==> config.mk <==
export PLATFORM = sky130hd
export DESIGN_NAME = alu_issue_stage
export DESIGN_NICKNAME = d
export VERILOG_FILES = /design/src/rtl/alu_issue_stage.sv
export SDC_FILE = /design/constraint.sdc
export NUM_CORES = 1
export LEC_CHECK = 0
export ABC_AREA = 1
export BUFFER_PORTS_ARGS = -buffer_cell sky130_fd_sc_hd__clkbuf_2
export CORE_ASPECT_RATIO = 0.6
export CORE_MARGIN = 8
export CORE_UTILIZATION = 40
export DETAILED_ROUTE_END_ITERATION = 16
export PLACE_DENSITY = 0.74
export SYNTH_ARGS = -nofsm -noshare
export SYNTH_HDL_FRONTEND = slang
export SYNTH_SLANG_ARGS = --single-unit
==> constraint.sdc <==
create_clock -name clk -period 1.12 [get_ports clk]
set_input_delay 0.168 -clock clk [delete_from_list [all_inputs] [get_ports clk]]
set_output_delay 0.168 -clock clk [all_outputs]
set_load 0.03 [all_outputs]
==> src/rtl/alu_issue_stage.sv <==
// Issue/writeback stage in front of the ALU: registers one command onto the ALU, captures its
// result and flags, and keeps the architectural carry. Optional invalid-op counter: ALU_ERR_COUNT_EN.
module alu_issue_stage #(
    parameter int BUS_WIDTH = 8
`ifdef ALU_ERR_COUNT_EN
    , parameter int ERR_CNT_WIDTH = 8
`endif
) (
    input  logic                 clk,
    input  logic                 reset,
    input  logic                 cmd_valid,
    output logic                 cmd_ready,
    input  logic [3:0]           cmd_opcode,
    input  logic [BUS_WIDTH-1:0] cmd_a,
    input  logic [BUS_WIDTH-1:0] cmd_b,
    input  logic                 cmd_carry_clr,
    output logic [3:0]           alu_opcode,
    output logic [BUS_WIDTH-1:0] alu_a,
    output logic [BUS_WIDTH-1:0] alu_b,
    output logic                 alu_carry_in,
    input  logic [BUS_WIDTH-1:0] alu_y,
    input  logic                 alu_carry_out,
    input  logic                 alu_borrow,
    input  logic                 alu_zero,
    input  logic                 alu_parity,
    input  logic                 alu_invalid_op,
    output logic                 res_valid,
    input  logic                 res_ready,
    output logic [BUS_WIDTH-1:0] res_y,
    output logic [4:0]           res_flags,
    output logic                 carry_flag
`ifdef ALU_ERR_COUNT_EN
    , output logic [ERR_CNT_WIDTH-1:0] err_count
`endif
);

    typedef enum logic [1:0] {IDLE, EXEC, DONE} state_e;

    state_e               state_q, state_d;
    logic [3:0]           op_q, op_d;
    logic [BUS_WIDTH-1:0] a_q, a_d, b_q, b_d, res_y_q, res_y_d;
    logic                 cin_q, cin_d, clr_q, clr_d, carry_q, carry_d;
    logic [4:0]           flags_q, flags_d;
`ifdef ALU_ERR_COUNT_EN
    logic [ERR_CNT_WIDTH-1:0] err_q, err_d;
`endif

    always_comb begin
        state_d = state_q;
        op_d    = op_q;
        a_d     = a_q;
        b_d     = b_q;
        cin_d   = cin_q;
        clr_d   = clr_q;
        res_y_d = res_y_q;
        flags_d = flags_q;
        carry_d = carry_q;
`ifdef ALU_ERR_COUNT_EN
        err_d   = err_q;
`endif
        case (state_q)
            IDLE: if (cmd_valid) begin
                op_d    = cmd_opcode;
                a_d     = cmd_a;
                b_d     = cmd_b;
                clr_d   = cmd_carry_clr;
                // carry cannot change before E1, so the carry-in can be frozen at accept
                cin_d   = (cmd_opcode == 4'd2) && !cmd_carry_clr && carry_q;
                state_d = EXEC;
            end
            EXEC: begin
                res_y_d = alu_y;
                flags_d = {alu_invalid_op, alu_parity, alu_zero, alu_borrow, alu_carry_out};
                if (!alu_invalid_op) begin
                    case (op_q)
                        4'd1, 4'd2, 4'd4:       carry_d = alu_carry_out;
                        4'd3, 4'd5:             carry_d = alu_borrow;
                        4'd6, 4'd7, 4'd8, 4'd9: if (clr_q) carry_d = 1'b0;
                        default:                carry_d = carry_q;
                    endcase
                end
`ifdef ALU_ERR_COUNT_EN
                if (alu_invalid_op && (err_q != '1)) err_d = err_q + 1'b1;
`endif
                state_d = DONE;
            end
            DONE: if (res_ready) state_d = IDLE;
            default: state_d = IDLE;
        endcase
    end

    always_ff @(posedge clk) begin
        if (reset) begin
            state_q <= IDLE;
            op_q    <= '0;
            a_q     <= '0;
            b_q     <= '0;
            cin_q   <= 1'b0;
            clr_q   <= 1'b0;
            res_y_q <= '0;
            flags_q <= '0;
            carry_q <= 1'b0;
`ifdef ALU_ERR_COUNT_EN
            err_q   <= '0;
`endif
        end else begin
            state_q <= state_d;
            op_q    <= op_d;
            a_q     <= a_d;
            b_q     <= b_d;
            cin_q   <= cin_d;
            clr_q   <= clr_d;
            res_y_q <= res_y_d;
            flags_q <= flags_d;
            carry_q <= carry_d;
`ifdef ALU_ERR_COUNT_EN
            err_q   <= err_d;
`endif
        end
    end

    assign cmd_ready    = (state_q == IDLE);
    assign res_valid    = (state_q == DONE);
    assign alu_opcode   = op_q;
    assign alu_a        = a_q;
    assign alu_b        = b_q;
    assign alu_carry_in = cin_q;
    assign res_y        = res_y_q;
    assign res_flags    = flags_q;
    assign carry_flag   = carry_q;
`ifdef ALU_ERR_COUNT_EN
    assign err_count    = err_q;
`endif

endmodule

======== After elaboration in Yosys (flattened, before gate mapping) ========
Cells that the tools add are included.
word-level totals
  word-level logic and storage cells ...... 41
  flip-flop bits (word level) ............. 38
cells by class
  reductions and logical operators ........ 11
  multiplexer cells ....................... 5
  bitwise logic cells ..................... 1
  eq/ne operators ......................... 15
operators by type and width
  operator              number
  $eq A4 B3 Y1 const B  4
  $eq A4 B2 Y1 const B  3
  $eq A4 B4 Y1 const B  2
  $pmux W2 S3           1
  $eq A4 B1 Y1 const B  1
  $mux W2               2
  $ne A2 B2 Y1 const B  2
  $reduce_and A2 Y1     2
  $reduce_and A4 Y1     1
  $reduce_or A4 Y1      1
  $pmux W1 S3           1
  $reduce_bool A3 Y1    1
  $reduce_or A3 Y1      1
  $eq A2 B1 Y1 const B  1
  $eq A2 B2 Y1 const B  1
  $logic_and A1 B1 Y1   2
  $logic_not A2 Y1      1
  $ne A2 B1 Y1 const B  1
  $reduce_or A2 Y1      1
  $logic_not A1 Y1      1
  $mux W1               1
  $not A1 Y1            1

======== Logic depth before layout (Yosys ltp) ========
  depth in word-level cells ............... 4
  depth in mapped cells ................... 8
  mapped depth without buffers ............ 8

======== Worst setup path after synthesis ========
OpenSTA, ideal clock, no wires.
  path kind ............................... reg-to-reg
  from .................................... reg state_q[0]
  to ...................................... reg a_q[2] (netlist: alu_a[2])
  arrival time ............................ 1.146 ns
  library setup time ...................... 0.116 ns
  path slack .............................. -0.142 ns
  cell stages (with the launch flop) ...... 6
  path through ............................ dfxtp_1 -> nor2_2 -> nand2_4 -> buf_2 -> o21ai_0 -> nor2_1
on the way
  longest elaborated chain between the ends .. 2
ends and longest elaborated chain
  element                             RTL line  RTL
  start, declared                     39        state_e state_q, state_d;
  start signal, assigned              107       state_q <= state_d;
  $logic_not A2 Y1                    -
  named net cmd_ready                 12        output logic cmd_ready,
  $reduce_and A2 Y1 (no source line)  -
  end signal, assigned                96        a_q <= '0;
  end signal, assigned                109       a_q <= a_d;
  end, declared                       41        logic [BUS_WIDTH-1:0] a_q, a_d, b_q, b_d, res_y_q, res_y_d;
The timed path passes the listed nets, and every way through them passes these cells.
A chain may end at the register's enable or synchronous reset.

======== Worst setup path in the final report ========
  from .................................... reg state_q[1]
  to ...................................... out res_valid
on the way
  longest elaborated chain between the ends .. 1
ends and longest elaborated chain
  element        RTL line  RTL
  $eq A2 B2 Y1   123       assign res_valid = (state_q == DONE);
  end, declared  27        output logic res_valid,
Every way passes these cells.

==> run_results.csv <==
group,metric,value,unit
finish,drive_above_1_share,40.8,%
sta,finalSetupViolations,0,
sta,fin_crit_sh,99.7,%
setup_path,cp_top_family,"flip-flops",
route,wl_per_cell,12.0,um
setup_path,crit_path_end_kind,"output pin",
clock_network,cts_root_buf,"clkbuf_8",
grt,overflow,0,
clock_network,h-tree-depth,2,
route,wl,3820,um
floorplan,die_h,62.5,um
logic_synthesis,synth_nets,229,
placed_design,place_ws,-0.0246,ns
status,outcome,"finished clean",
power_and_ir_drop,leakage,1.04,nW
sta,worstMarginPinSlew,0.217,ns
setup_path,critPathKind,"reg -> out",
sta,clock.fmax,0.895,GHz
grt,grt_pass1_wl,6480,um
finish,utilization,58.2,%
sta,slew_headroom,85.5,%
clock_network,cts.path.max_buffers,2,
logic_synthesis,synth_warnings,0,
setup_path,worstPathCellList,"inv_2, nor2_4, buf_8",
setup_path,path_buf_inv,2,
sta,rsz0062_at_grt,"true",
job,drv_cap,0,
sta,worst_slack,0.00322,ns
route,drtPass1Iterations,4,
clock_network,cts_tree,"built",
logic_synthesis,syn_area_per_cell,7.55,sq um
logic_synthesis,ys_ff_latch,38,
placed_design,port-buffer-count,74,
finish,diodes,0,
floorplan,num_rows,17,
route,vias,1409,
floorplan,io-pin-count,75,
clock_network,clkTransAtPathRegs,0.07,ns
logic_synthesis,synth_cell_type_count,21,
route,drt-vias-per-instance,4.42,
floorplan,start_util,40.6,%
logic_synthesis,syn_area,1440,sq um
setup_path,crit_required,0.95,ns
finish,final_nets,309,
logic_synthesis,ys_seq_area_share,52.8,%
hold_path,min_path_type,"in -> reg",
placed_design,gp_congestion,0.729,
sta,clock_skew,0.00397,ns
clock_network,cts.sinks,38,
route,drc_errors,0,
placed_design,dp_hpwl,2960,um
sta,min_period,1.12,ns
setup_path,cpMaxStageDelayCell,"dfxtp_4",
floorplan,coreArea,3550,sq um
grt,grt_pass1_vias,1454,
power_and_ir_drop,max-vdd-ir-drop,850,uV
setup_path,worst-path-max-fanout,3,
setup_path,worstPathArrival,0.95,ns
sta,finalHoldViolations,0,
setup_path,slowest_delay,0.38,ns
grt,antenna_found_initial,0,
grt,grtUsageTotal,13.3,%
sta,final-max-slew-violation-count,0,
setup_path,crit_path_start_kind,"register",
route,first_iter_violations,34,
power_and_ir_drop,cellPowerDensity,1640,nW/um^2
floorplan,die_w,93.5,um
grt,grt_max_degree,21,
clock_network,clkLatencyLatePin,0.28,ns
route,ant_nets,0,
clock_network,cts_buffers,5,
floorplan,die-area,5840,sq um
finish,area_growth,43.3,%
logic_synthesis,netlist_instances,191,
-- final cells by class --
class / instances / area (sq um)
inverter: 13 / 53.8
clock buffer: 5 / 68.8
multi-input combinational: 131 / 609
timing repair buffer: 82 / 463
fill: 329 / 1490
tap: 47 / 58.8
sequential: 38 / 772
clock inverter: 3 / 40.0
-- synthesized netlist by cell type (all sizes together) --
master	number	area [sq um]
nor2	72	280
dfxtp	38	761
o21ai	36	184
inv	13	48.8
nand2	13	58.8
a21oi	6	33.8
buf	5	36.3
clkbuf	4	17.5
nand3	3	15.0
nand4	1	6.26
-- through the flow --
step	hold slack, ns	instance area (sq um)	setup TNS (ns)	std cells	power, mW
CTS	0.0651	2010	-0.0642	316	3.40
global route	0.0744	2070	-0.742	319	3.57
detailed placement	0.367	1880	-0.0866	308	2.27
global placement	0.367	1880	0	308	2.26
finish	0.0787	2070	0	319	3.39
floorplan	0.230	1470	-0.0333	191	2.03
-- per-layer routing --
layer | vias up | track usage, % | share of wire [%]
met2 | 55 | 19.9 | 39
met5 | - | 0 | 0
met4 | 0 | 2.99 | 0.31
li1 | 762 | - | -
met3 | 2 | 6.95 | 12
met1 | 590 | 16.3 | 48
-- worst paths after layout --
kind | start | to | slack, ns | cells past startpoint
setup / recovery | state_q[1] | res_valid | 0.003 | 3
hold / removal | reset | state_q[0] | 0.08 | 2
setup reg to reg | state_q[0] | alu_a[4] | 0.02 | 5
hold reg to reg | clr_q | clr_q | 0.47 | 2
-- power breakdown --
group | internal [mW] | switching (mW)
logic | 0.256 | 0.484
registers | 1.46 | 0.0719
clock network | 0.655 | 0.457
-- flip-flops by register name, summed over array words and instances, names as in the netlist --
name / cells
carry_flag: 1
state_q: 2
alu_b: 8
alu_opcode: 4
alu_a: 8
res_y: 8
alu_carry_in: 1
res_flags: 5
clr_q: 1
-- placed cells by master (no fill, tap or decap) --
cell	instances
clkbuf_2	72
nor2_1	69
dfxtp_1	33
o21ai_0	16
o21ai_1	14
nand2_1	11
inv_1	9
buf_4	7
o21ai_2	6
a21oi_1	5
clkbuf_8	5
nor2_4	3
inv_2	3
nand3_1	3
dfxtp_2	3
clkinv_2	2
buf_8	2
dfxtp_4	2
nand2_4	1
inv_6	1
nand4_1	1
a21oi_2	1
nand2_2	1
bufinv_16	1
buf_12	1
-- repair_timing --
action	CTS	global route
gates resized for setup	8	19
setup buffers	0	3
hold buffers	0	0
pin swaps	0	3
endpoints found under the setup margin	22	21
endpoints found under the hold margin	0	0
-- cells by family (layout without fill, tap and decap cells) --
| logic type | count (synthesis) | after routing | synth area share [%] |
|---|---|---|---|
| AND/OR/NAND/NOR | 89 | 89 | 25.0 |
| AO/OA/AOI/OAI | 42 | 42 | 15.1 |
| flip-flops | 38 | 38 | 52.8 |
| buffers and inverters | 22 | 103 | 7.12 |
Power figures use the tool's default switching activity.
